--- config.mk ---
export PLATFORM = sky130hd
export DESIGN_NAME = hs_rx_responder
export DESIGN_NICKNAME = d
export VERILOG_FILES = /design/src/rtl/hs_rx_responder.sv
export SDC_FILE = /design/constraint.sdc
export NUM_CORES = 1
export LEC_CHECK = 0
export CORE_AREA = 2 2 39 41
export CTS_CLUSTER_DIAMETER = 80
export DETAILED_ROUTE_END_ITERATION = 10
export DIE_AREA = 0 0 41 43
export PLACE_DENSITY = 0.84
export SLEW_MARGIN = 20
export SYNTH_ARGS = -nofsm -noshare
export SYNTH_HDL_FRONTEND = slang
export SYNTH_SLANG_ARGS = --single-unit
--- constraint.sdc ---
create_clock -name clk -period 3.2 [get_ports clk]
set_input_delay 0.64 -clock clk [delete_from_list [all_inputs] [get_ports clk]]
set_output_delay 0.64 -clock clk [all_outputs]
set_load 0.01 [all_outputs]
--- src/rtl/hs_rx_responder.sv ---
// hs_rx_responder
//   Clocked receiving end of a four-phase bundled-data Rreq/Rack channel.
//   Rreq is synchronised into clk, Rdata is captured into a one-entry buffer
//   and Rack is raised. Rack stays high until Rreq returns to zero. The
//   captured word is offered to local logic over dvalid/dready. A full buffer
//   stalls Rack until the word is consumed.
//
//   Optional feature macro: HS_RX_PARITY_EN (adds Rpar input and perr output,
//   even parity over {Rdata,Rpar}; perr=1 means error).
//
// Ports
//   clk     in   clock, rising edge
//   rst     in   asynchronous active-high reset
//   Rreq    in   request from sender (asynchronous to clk)
//   Rdata   in   bundled data word
//   Rack    out  acknowledge to sender (registered)
//   dout    out  captured word (registered)
//   dvalid  out  dout holds an unconsumed word
//   dready  in   consumer accepts dout when dvalid & dready
//   Rpar    in   parity bit             (HS_RX_PARITY_EN only)
//   perr    out  parity error with dout (HS_RX_PARITY_EN only)
module hs_rx_responder #(
    parameter int WIDTH       = 8,
    parameter int SYNC_STAGES = 2   // 2 or 3
) (
    input  logic             clk,
    input  logic             rst,
    input  logic             Rreq,
    input  logic [WIDTH-1:0] Rdata,
    output logic             Rack,
    output logic [WIDTH-1:0] dout,
    output logic             dvalid,
    input  logic             dready
`ifdef HS_RX_PARITY_EN
    ,
    input  logic             Rpar,
    output logic             perr
`endif
);

    typedef enum logic [1:0] {IDLE, STALL, ACK} state_t;

    state_t                 state_q, state_d;
    logic [SYNC_STAGES-1:0] sync_q;
    logic                   req_s;
    logic                   rack_q, rack_d;
    logic                   dvalid_q, dvalid_d;
    logic [WIDTH-1:0]       dout_q, dout_d;
    logic                   take, buf_free, capture;

    // Rreq synchroniser; Rdata is not synchronised because the bundling
    // constraint keeps it stable from before Rreq rises until Rack rises.
    always_ff @(posedge clk or posedge rst) begin
        if (rst) sync_q <= '0;
        else     sync_q <= {sync_q[SYNC_STAGES-2:0], Rreq};
    end
    assign req_s = sync_q[SYNC_STAGES-1];

    assign take     = dvalid_q & dready;
    assign buf_free = ~dvalid_q | take;
    // Capture only on the way into ACK, so one handshake yields one word.
    assign capture  = ((state_q == IDLE) && req_s && buf_free) ||
                      ((state_q == STALL) && buf_free);

    // State and registered outputs
    always_ff @(posedge clk or posedge rst) begin
        if (rst) begin
            state_q  <= IDLE;
            rack_q   <= 1'b0;
            dvalid_q <= 1'b0;
            dout_q   <= '0;
        end else begin
            state_q  <= state_d;
            rack_q   <= rack_d;
            dvalid_q <= dvalid_d;
            dout_q   <= dout_d;
        end
    end

    // Next state
    always_comb begin
        state_d = state_q;
        case (state_q)
            IDLE:    if (req_s) state_d = buf_free ? ACK : STALL;
            STALL:   if (buf_free) state_d = ACK;
            ACK:     if (!req_s) state_d = IDLE;
            default: state_d = IDLE;
        endcase
    end

    // Output next values; a capture wins over a simultaneous take.
    always_comb begin
        rack_d   = rack_q;
        dvalid_d = dvalid_q;
        dout_d   = dout_q;
        if (capture) begin
            rack_d   = 1'b1;
            dvalid_d = 1'b1;
            dout_d   = Rdata;
        end else begin
            if (take) dvalid_d = 1'b0;
            if ((state_q == ACK) && !req_s) rack_d = 1'b0;
        end
    end

    assign Rack   = rack_q;
    assign dvalid = dvalid_q;
    assign dout   = dout_q;

`ifdef HS_RX_PARITY_EN
    logic perr_q, perr_d;

    always_comb begin
        perr_d = perr_q;
        if (capture)   perr_d = ^{Rdata, Rpar};
        else if (take) perr_d = 1'b0;
    end

    always_ff @(posedge clk or posedge rst) begin
        if (rst) perr_q <= 1'b0;
        else     perr_q <= perr_d;
    end

    assign perr = perr_q;
`endif

endmodule

# After elaboration in Yosys (flattened, before gate mapping)
# Cells that the tools add are included.
[op_classes]
addsub = 0
mul = 0
div = 0
magnitude_cmp = 0
eq_ne = 5
n_shift = 0
muxes = 9
bitwise_logic = 3
n_reduce_logical = 10
[op_table]
columns = ["operator", "n"]
rows = [
  ["$mux 2", 4],
  ["$ne 2x2->1 const B", 3],
  ["$pmux 2 s3", 1],
  ["$logic_and 1x1->1", 4],
  ["$mux 1", 4],
  ["$reduce_bool 2->1", 2],
  ["$reduce_and 3->1", 1],
  ["$eq 2x1->1 const B", 1],
  ["$eq 2x2->1 const B", 1],
  ["$logic_not 2->1", 1],
  ["$and 1x1->1", 1],
  ["$logic_not 1->1", 1],
  ["$logic_or 1x1->1", 1],
  ["$not 1->1", 1],
  ["$or 1x1->1", 1],
]
[word_totals]
register_bits = 14
latch_bits = 0
ramBits = 0
mem_bits_ro = 0
in_bits = 12
output_inout_bits = 10
word_cells = 32
memories = 0

# Logic depth before layout (Yosys ltp)
[logic_depth]
depth_word = 5
mapped_depth = 4
depth_no_buf = 3

# Worst setup path after synthesis
# Ideal clock, no wire load.
[synth_path]
kind = "input port to flip-flop"
startpoint = "input port dready"
endpoint = "register dout_q[0], in the netlist dout[0]"
setup_ps = 125
arrival_ps = 1318
required_time_ps = 3075
setup_slack_ps = 1757
path_stages = 4
path_buffers = 1
cell_sequence = "nand2b_4 -> nor2b_4 -> buf_6 -> mux2_4"
[synth_between]
elab_chain_cells = 4
elab_cells_between_ends = 5
classes_between = "bitwise: 2; reduce/logical: 3"
[synth_rtl]
columns = ["item", "line_no", "text"]
rows = [
  ["start, declared", "33", "input logic dready"],
  ["$and 1x1->1 (*)", "59", "assign take = dvalid_q & dready;"],
  ["$or 1x1->1 (*)", "60", "assign buf_free = ~dvalid_q | take;"],
  ["$logic_and 1x1->1, on equally long branches", "62, 63", ""],
  ["$logic_or 1x1->1 (*)", "62", "assign capture = ((state_q == IDLE) && req_s && buf_free) ||"],
  ["end signal, assigned", "76", "dout_q <= dout_d;"],
  ["end, declared", "48", "logic [WIDTH-1:0] dout_q, dout_d;"],
]
# Every way passes the cells marked *; elsewhere a longest branch is shown, timed or not.
# A chain may end at the register's enable or synchronous reset.

# Final worst setup path
[layout_path]
startpoint = "register dvalid_q, in the netlist dvalid"
endpoint = "output port dvalid"
[layout_rtl]
columns = ["item", "line_no", "text"]
rows = [
  ["start, declared", "47", "logic dvalid_q, dvalid_d;"],
  ["start signal, assigned", "75", "dvalid_q <= dvalid_d;"],
  ["end, declared", "32", "output logic dvalid,"],
]
# No word-level cell between the ends.

==> results.txt <==
Clock Path Buffers = 2
share of cells above drive strength 1 = 29.82%
Worst-Margin Slew = 0.5160 ns
cell taking the most area after synthesis = dfrtp_1
Area Growth Syn to Fin = 44.93%
reg2reg setup slack = 1.83 ns
Worst path slowest cell = clkdlybuf4s50_1
endpoints failing setup = 0
unrepaired setup endpoints after global routing = no
Initial Utilization = 41.05%
Hold Path Class = reg2reg
# rows = 14
largest net degree at the start of global routing = 15
die width = 41 um
max frequency = 536.4 MHz
Critical Path End = dvalid
die area = 1763 um2
Die Height = 43 um
PnR worst setup slack = 1.336 ns
Final min period = 1.864 ns
worst path cell trace = clkdlybuf4s50_1
Reg area = 350.3 um2
pwr dens = 886.5 nW/um2
Synthesis Warnings = 0
sequential fraction of the synthesis area = 61.67%
Vias/cell = 4.726
crit-path leading delay family = buffers and inverters
first-pass GRT wire length = 1.538 mm
vias = 345
Netlist Area Pre-Place = 568.0 um2
hold buffers post-CTS = 0
Worst Path Required = 2.56 ns
crit share post-route = 58.26%
synth top area cells = dfrtp_1 62%, mux2_4 21%, o21bai_4 3.3%, nand2b_4 2.4%, nor2b_4 2.4%
Layout Cells excl Fill = 73
Fillers = 118
GR Layer Usage met3 = 3.141%
Distinct cells, synth = 12
CP Class = reg2out
FF-to-FF End = dout[0]
met2 usage = 19.06%
Post-CTS Setup Repair Bufs = 0
FF-to-FF path depth = 3
post-synth top area share = 61.67%
area of the multi-input gates = 198.9 um2
Reg2Reg Launch Point = state_q[1]
DP HPWL = 643.9 um
startpoint type of the worst setup path = flop
Placed Instances = 69
starting DRC count in detailed routing = 3
Hold Fails Final Rpt = 0
vias in the first global route = 366
total congestion overflow = 0
Critical Path Source = dvalid
DRT Pass-1 Iters = 2
I/O Buffers = 21
Remaining DRCs = 0
grt peak-use layer = met2
CTS HTree Levels = 1
Rel. slew slack = 65.56%
initial antenna violation count = 0
CP endpoint kind = output port
Power, Total = 0.0007298 W
static leakage = 0.3727 nW
Mapped Cells = 33
I/O pin cnt = 22
Synth Register Bits = 14
CTS tree = done
number of buffers created by CTS = 3
setup TNS = 0 ns
Critical Path Stages = 1
clock-pin slew on the worst setup and hold paths = 0.08 ns
Max-cap violations = 0
drt total wl = 903 um
WP data arrival = 1.22 ns
crit path max fanout = 2
Worst Path Buf+Inv = 1
clock tree root buffer cell = clkbuf_4
gpl congestion = 0.6053
CTS Sinks = 14
Synth Area per Inst = 17.21 um2
Worst Skew = 0.002784 ns
fin nets = 70
Clock Latency Late Sink = 0.28 ns
Max IR drop VDD = 453.6 uV
status = finished clean
PostCTS Resize Cnt = 0
WHS = 0.3539 ns
Syn Nets = 45
Place WS = 1.162 ns
n_diodes = 0
met1 GRT Util = 16.04%
Crit path largest cell delay = 0.55 ns
gr usage total = 13.50%
WL per Instance = 12.37 um
CORE AREA = 1384 um2
fin. max-slew vios = 0
Routed Antenna Nets = 0
-- registers in the layout (all words and copies together) (netlist names) --
name     flops
dout         8
dvalid       1
sync_q       2
Rack         1
state_q      2
-- synth_stat cells --
cell type,instances
nor2_1,1
mux2_4,8
buf_6,1
nor2b_4,1
o21bai_4,1
inv_1,2
a31o_2,1
nand2_1,1
nand3b_1,1
dfrtp_1,14
a21o_2,1
nand2b_4,1
-- logic make-up after synthesis --
logic type	share of synthesized area, %
buf+inv	3.304
mux	21.15
compound gates	6.389
flops	61.67
simple gates	7.487
-- report_power, final --
part,switching (W),internal [W],leakage (nW)
Combinational,0.0000976,0.000218,0.187
Clock,0.0000556,0.0000692,0.0210
Sequential,0.0000428,0.000247,0.165
-- worst min path at each step --
stage / start / to / depth (start not counted)
2_1_floorplan: sync_q[0] / sync_q[1] / 0
3_3_place_gp: sync_q[0] / sync_q[1] / 0
3_5_place_dp: sync_q[0] / sync_q[1] / 0
4_1_cts: sync_q[0] / sync_q[1] / 0
5_1_grt: sync_q[0] / sync_q[1] / 0
6_report: sync_q[0] / sync_q[1] / 0
-- cell type report --
type                    count  area share, %
clock buffers               4          4.407
inverters                   2         0.9119
multi-input cells          16          24.16
flip-flops and latches     14          42.55
well taps                  16          2.432
repair buffers             21          25.53
-- per-layer routing --
layer / wire length [um] / share of wire, % / vias up
li1: - / - / 160
met1: 411 / 46 / 171
met2: 444 / 49 / 14
met3: 47 / 5.2 / 0
met4: 0 / 0 / 0
met5: 0 / 0 / -
-- layout by cell type (no fill, tap or decap), drive strengths merged --
cell            n
nand2           1
a31o            1
clkbuf          4
nor2            1
nand3b          1
nand2b          1
o21bai          1
inv             2
clkdlybuf4s50  21
dfrtp          14
nor2b           1
mux2            8
a21o            1
-- per-stage QoR --
stage | utilization [%] | area, um2
2_1_floorplan | - | 568.0
3_3_place_gp | 56.87 | 787.0
3_5_place_dp | 56.87 | 787.0
4_1_cts | 59.49 | 823.3
5_1_grt | 59.49 | 823.3
6_report | 59.49 | 823.3
(Power assumes the default switching activity.)
